===== src/rtl/alu_pkg.sv =====
// Shared types and constants for the ALU dispatch slice.
// Opcodes, unit count, result width and dispatcher state encoding.
package alu_pkg;

  localparam int NUM_UNITS = 6;
  localparam int RES_W     = 32;

  localparam logic [4:0] OP_ADD = 5'd0;
  localparam logic [4:0] OP_SUB = 5'd1;
  localparam logic [4:0] OP_AND = 5'd2;
  localparam logic [4:0] OP_OR  = 5'd3;
  localparam logic [4:0] OP_SLL = 5'd4;
  localparam logic [4:0] OP_SRA = 5'd5;

  typedef enum logic [1:0] {
    S_IDLE,
    S_ISSUE,
    S_WAIT,
    S_RESP
  } state_t;

endpackage


===== src/rtl/alu_op_decode.sv =====
// Combinational opcode decoder: opcode -> one-hot unit select + legal flag.
// Ports: opcode[4:0] in; onehot[5:0], legal out.
module alu_op_decode
  import alu_pkg::*;
(
  input  logic [4:0]           opcode,
  output logic [NUM_UNITS-1:0] onehot,
  output logic                 legal
);

  always_comb begin
    onehot = '0;
    legal  = 1'b1;
    case (opcode)
      OP_ADD:  onehot = 6'b000001;
      OP_SUB:  onehot = 6'b000010;
      OP_AND:  onehot = 6'b000100;
      OP_OR:   onehot = 6'b001000;
      OP_SLL:  onehot = 6'b010000;
      OP_SRA:  onehot = 6'b100000;
      default: legal  = 1'b0;
    endcase
  end

endmodule


===== src/rtl/alu_dispatch.sv =====
// Issues one ALU request to one of six units, waits for done or timeout,
// and returns the captured result over a valid/ready response port.
// Ports: req_* request in, op_*/unit_start to units, unit_done/unit_result
// from units, rsp_* response out, busy = not idle.
module alu_dispatch
  import alu_pkg::*;
#(
  parameter int TIMEOUT = 64
) (
  input  logic                       clock,
  input  logic                       reset,
  input  logic                       req_valid,
  output logic                       req_ready,
  input  logic [4:0]                 req_opcode,
  input  logic [31:0]                req_a,
  input  logic [31:0]                req_b,
  input  logic [4:0]                 req_shamt,
  output logic [31:0]                op_a,
  output logic [31:0]                op_b,
  output logic [4:0]                 op_shamt,
  output logic [NUM_UNITS-1:0]       unit_start,
  input  logic [NUM_UNITS-1:0]       unit_done,
  input  logic [NUM_UNITS*RES_W-1:0] unit_result,
  output logic                       rsp_valid,
  input  logic                       rsp_ready,
  output logic [31:0]                rsp_result,
  output logic                       rsp_error,
  output logic                       busy
);

  state_t               state, state_n;
  logic [NUM_UNITS-1:0] sel;
  logic [NUM_UNITS-1:0] dec_oh;
  logic                 dec_legal;
  logic [7:0]           cnt, cnt_n;
  logic [NUM_UNITS-1:0] start_n;
  logic [31:0]          res_n;
  logic                 err_n;
  logic [RES_W-1:0]     sel_res;
  logic                 hit;
  logic                 accept;

  alu_op_decode u_dec (
    .opcode (req_opcode),
    .onehot (dec_oh),
    .legal  (dec_legal)
  );

  assign req_ready = (state == S_IDLE) && !reset;
  assign busy      = (state != S_IDLE);
  assign accept    = req_valid && req_ready;

  // Only the selected unit's done/result are observed.
  assign hit = |(unit_done & sel);

  always_comb begin
    sel_res = '0;
    for (int i = 0; i < NUM_UNITS; i++) begin
      if (sel[i]) sel_res = sel_res | unit_result[i*RES_W +: RES_W];
    end
  end

  always_comb begin
    state_n = state;
    cnt_n   = cnt;
    start_n = '0;
    res_n   = rsp_result;
    err_n   = rsp_error;
    unique case (state)
      S_IDLE: begin
        if (accept) begin
          if (dec_legal) begin
            state_n = S_ISSUE;
            start_n = dec_oh;
            cnt_n   = '0;
          end else begin
            state_n = S_RESP;
            res_n   = '0;
            err_n   = 1'b1;
          end
        end
      end
      S_ISSUE: begin
        if (hit) begin
          state_n = S_RESP;
          res_n   = sel_res;
          err_n   = 1'b0;
        end else begin
          state_n = S_WAIT;
          cnt_n   = cnt + 8'd1;
        end
      end
      S_WAIT: begin
        if (hit) begin
          state_n = S_RESP;
          res_n   = sel_res;
          err_n   = 1'b0;
        end else if (cnt == 8'(TIMEOUT - 1)) begin
          state_n = S_RESP;
          res_n   = '0;
          err_n   = 1'b1;
        end else begin
          cnt_n = cnt + 8'd1;
        end
      end
      S_RESP: begin
        if (rsp_ready) state_n = S_IDLE;
      end
      default: state_n = S_IDLE;
    endcase
  end

  always_ff @(posedge clock or posedge reset) begin
    if (reset) begin
      state      <= S_IDLE;
      cnt        <= '0;
      unit_start <= '0;
      rsp_valid  <= 1'b0;
      rsp_result <= '0;
      rsp_error  <= 1'b0;
    end else begin
      state      <= state_n;
      cnt        <= cnt_n;
      unit_start <= start_n;
      rsp_valid  <= (state_n == S_RESP);
      rsp_result <= res_n;
      rsp_error  <= err_n;
    end
  end

  always_ff @(posedge clock or posedge reset) begin
    if (reset) begin
      op_a     <= '0;
      op_b     <= '0;
      op_shamt <= '0;
      sel      <= '0;
    end else if (accept) begin
      op_a     <= req_a;
      op_b     <= req_b;
      op_shamt <= req_shamt;
      sel      <= dec_oh;
    end
  end

endmodule

===== config.mk =====
export PLATFORM = sky130hd
export DESIGN_NAME = alu_dispatch
export DESIGN_NICKNAME = d
export VERILOG_FILES = /design/src/rtl/alu_pkg.sv /design/src/rtl/alu_op_decode.sv /design/src/rtl/alu_dispatch.sv
export SDC_FILE = /design/constraint.sdc
export NUM_CORES = 1
export LEC_CHECK = 0
export CAP_MARGIN = 30
export CORE_AREA = 4 4 148 150
export CTS_CLUSTER_SIZE = 10
export DETAILED_ROUTE_END_ITERATION = 6
export DIE_AREA = 0 0 152 154
export PLACE_DENSITY_LB_ADDON = 0.05
export REMOVE_ABC_BUFFERS = 1
export SLEW_MARGIN = 10
export SYNTH_ARGS = -nofsm -noshare
export SYNTH_HDL_FRONTEND = slang
export SYNTH_SLANG_ARGS = --single-unit

===== constraint.sdc =====
create_clock -name clock -period 4 [get_ports clock]
set_input_delay 0.4 -clock clock [delete_from_list [all_inputs] [get_ports clock]]
set_output_delay 0.4 -clock clock [all_outputs]
set_load 0.01 [all_outputs]

==> out/results.tsv <==
stage	metric	value	unit
sta	Slew Viols, Final	0	
sta	smallest hold slack	469.9	ps
clock_network	Clock Latency Late Sink	410	ps
sta	final critical-path share of the clock period	61.20	%
status	status	finished clean	
finish	Fillers	1940	
finish	Area Growth Syn to Fin	80.66	%
detailed_routing	Post-Route WL	25570	um
clock_network	post_cts resized	0	
critical_path	Critical Path RT	3600	ps
finish	layout cells sized above 1	5.113	%
critical_path	most frequent CP cell	inv_1	
synthesis	syn avg cell area	9.300	sq um
sta	final hold violation count	0	
hold_path	Hold Crit Class	flop to flop	
placed_design	dpl hpwl	18770	um
critical_path	r2r startpoint	state[0]	
critical_path	WS Path Type	flop to output port	
power_and_ir_drop	Cell Pwr Density	550.9	nW/um^2
finish	most frequent cells in the layout	clkdlybuf4s50_1 (386), nand2_1 (247), dfrtp_1 (125)	
global_route	largest net degree at the start of global routing	84	
finish	Finished Layout Cells	1295	
clock_network	clock sinks	125	
die	Die ar.	23410	sq um
power_and_ir_drop	internal power	0.003965	W
synthesis	Synth async-reset ratio	100.0	%
die	CORE AREA	20690	sq um
global_route	total track usage	21.24	%
clock_network	root buffer cell	clkbuf_16	
power_and_ir_drop	Comb pwr share	39.9	%
placed_design	Setup WS pre-CTS	1522	ps
clock_network	# Post-CTS Setup Buffers	0	
die	Initial Util	28.54	%
sta	minimum clock period after layout	2448	ps
clock_network	TritonCTS buffer count	17	
global_route	antenna violations before repair	3	
clock_network	CTS tree	built	
detailed_routing	via/cell ratio	4.816	
sta	final setup fails	0	
finish	fin area	10670	sq um
detailed_routing	DR iter-0 viols	324	
die	Die W	152	um
global_route	number of global-route vias before repair	6560	
critical_path	critical path's largest stage delay	540	ps
critical_path	Worst R2R Setup Slack	1760	ps
placed_design	port bufs	386	
detailed_routing	Via Count	6237	
sta	Setup TNS	0	ps
detailed_routing	post-DR wirelength/cell	19.74	um
placed_design	placed cell count	1260	
die	FP Rows	53	
power_and_ir_drop	Flop pwr share	31.6	%
placed_design	Placement Cell Area	10020	sq um
synthesis	Post-Syn Area	5906	sq um
clock_network	clk slew on worst S/H paths	60	ps
detailed_routing	Detail Route Antenna Nets	0	
synthesis	Synth cell types	45	
critical_path	CP cell instances	inv_1 -> ha_1 -> inv_1 -> nor2_1 -> clkdlybuf4s50_1	
global_route	GRT Residual Overflow	0	
die	io pins	387	
die	Die Span Y	154	um
sta	clk_skew	6.739	ps
sta	Max-slew headroom	44.43	%
synthesis	register area share after synthesis	52.97	%
power_and_ir_drop	worst vdd ir	0.0003279	V
critical_path	Setup crit start kind	flop	
placed_design	GPL Wtd Cong	0.8657	
sta	worst setup margin	1552	ps
hold_path	worst hold stages	2	
critical_path	CP arrival	2050	ps
clock_network	H-tree depth	4	
synthesis	Main synth FF type	dfrtp_1	
synthesis	Gate Count Post-Synth	635	
sta	Slew @ Worst Pin	833.6	ps
power_and_ir_drop	Net Sw Frac	32.55	%
finish	commonest non-fill, non-tap cell in the layout	clkdlybuf4s50_1	
finish	nets	1286	
critical_path	capturing point of the worst reg2reg path	sel[5]	
sta	unrepaired setup endpoints after global routing	no	
synthesis	Post-synth EDFFs	0	
power_and_ir_drop	Psw	0.001913	W
clock_network	CTS Hold Bufs	0	
critical_path	CP endpoint kind	output port	
sta	f_max	408.5	MHz
critical_path	crit path max fanout	9	
synthesis	Yosys warnings	0	
synthesis	Seq cells post-synth	125	
power_and_ir_drop	Lkg Pwr	4.688	nW
critical_path	Register-to-Register Path Depth	7	
clock_network	clk buf depth	2	
run	max-cap viol count	0	
hold_path	hold path start	op_b[8]	
detailed_routing	first-pass detailed-route iteration total	4	
global_route	first-pass GRT wire length	39060	um
power_and_ir_drop	clock share of power	28.5	%
detailed_routing	drt drc	0	
hold_path	WHS Endpoint	op_b[8]	
critical_path	Slowest-stage cell, CP	clkdlybuf4s50_1	
## critical path: cells and delay by family, from the launching register on
kind / cells / cell delay, ps
buf+inv: 3 / 760
flops: 1 / 420
fa+ha+maj: 1 / 330
simple gates: 1 / 110
## layer usage
layer / vias to the layer above / share of wire [%] / track usage [%]
met2: 292 / 47 / 33.13
li1: 3002 / - / -
met1: 2897 / 41 / 26.39
met4: 0 / 2.6 / 8.176
met3: 46 / 9.7 / 8.725
met5: - / 0 / 0
## final cells by class
type / instances / area [sq um] / area share [%]
inverters: 7 / 31.28 / 0.2932
repair buffers: 398 / 3954 / 37.06
diodes: 3 / 7.507 / 0.07036
well taps: 275 / 344.1 / 3.225
clock buffers: 20 / 446.7 / 4.187
flip-flops and latches: 125 / 3128 / 29.32
clock inverters: 12 / 191.4 / 1.794
multi-input cells: 455 / 2566 / 24.05
## synth_stat cells (2+ instances only)
cell,number,area [sq um]
a211o_1,2,17.52
buf_1,10,37.54
buf_2,10,50.05
o21ai_1,3,15.01
nor3b_1,2,15.01
a31oi_1,3,18.77
a221oi_1,32,280.3
o21ai_0,6,30.03
ha_1,6,75.07
o2bb2ai_1,32,280.3
nand3b_1,2,15.01
nand2_1,247,927.1
and3_1,2,12.51
nand3_1,5,25.02
or2_0,2,12.51
clkbuf_1,27,101.4
a22oi_1,66,495.5
a21o_1,6,45.04
o31ai_1,7,52.55
o21a_1,2,15.01
inv_1,7,26.28
dfrtp_1,125,3128
nor3_1,3,15.01
nor2_1,7,26.28
## state kept, by name, summed over array words and instances, names as in the netlist, 2 cells and up
name,flops
unit_start,6
op_b,32
cnt,8
sel,6
op_shamt,5
state,2
rsp_result,32
op_a,32
## cells by family (layout without fill, tap and decap cells)
kind of cell,count (synthesis),in the layout,share of synthesized area [%]
AO/OA/AOI/OAI,172,172,23.28
adder cells (fa/ha/maj),6,6,1.271
flip-flops,125,125,52.97
buffers and inverters,55,437,3.771
AND/OR/NAND/NOR,277,277,18.71
other,0,3,0
## worst max path at each step
stage,start,end
after floorplan,reset,cnt[0]
after global placement,reset,sel[5]
after detailed placement,reset,sel[5]
after CTS,state[1],req_ready
after global routing,state[1],req_ready
final,state[1],req_ready
## power by group through the flow
stage          Combinational [W]  Sequential, W  Clock [W]
4_1_cts                  0.00239        0.00186    0.00172
5_1_grt                  0.00258        0.00191    0.00177
6_report                 0.00235        0.00186    0.00167
3_3_place_gp             0.00238        0.00187          0
3_5_place_dp             0.00238        0.00187          0
2_1_floorplan           0.000796        0.00206          0
## per-stage QoR
| step | utilization, % | total power (W) |
|---|---|---|
| 5_1_grt | 51.57 | 0.006261 |
| 3_3_place_gp | 48.45 | 0.004247 |
| 2_1_floorplan | - | 0.002861 |
| 6_report | 51.57 | 0.005878 |
| 3_5_place_dp | 48.45 | 0.004243 |
| 4_1_cts | 51.53 | 0.005972 |
(Power assumes the default switching activity.)
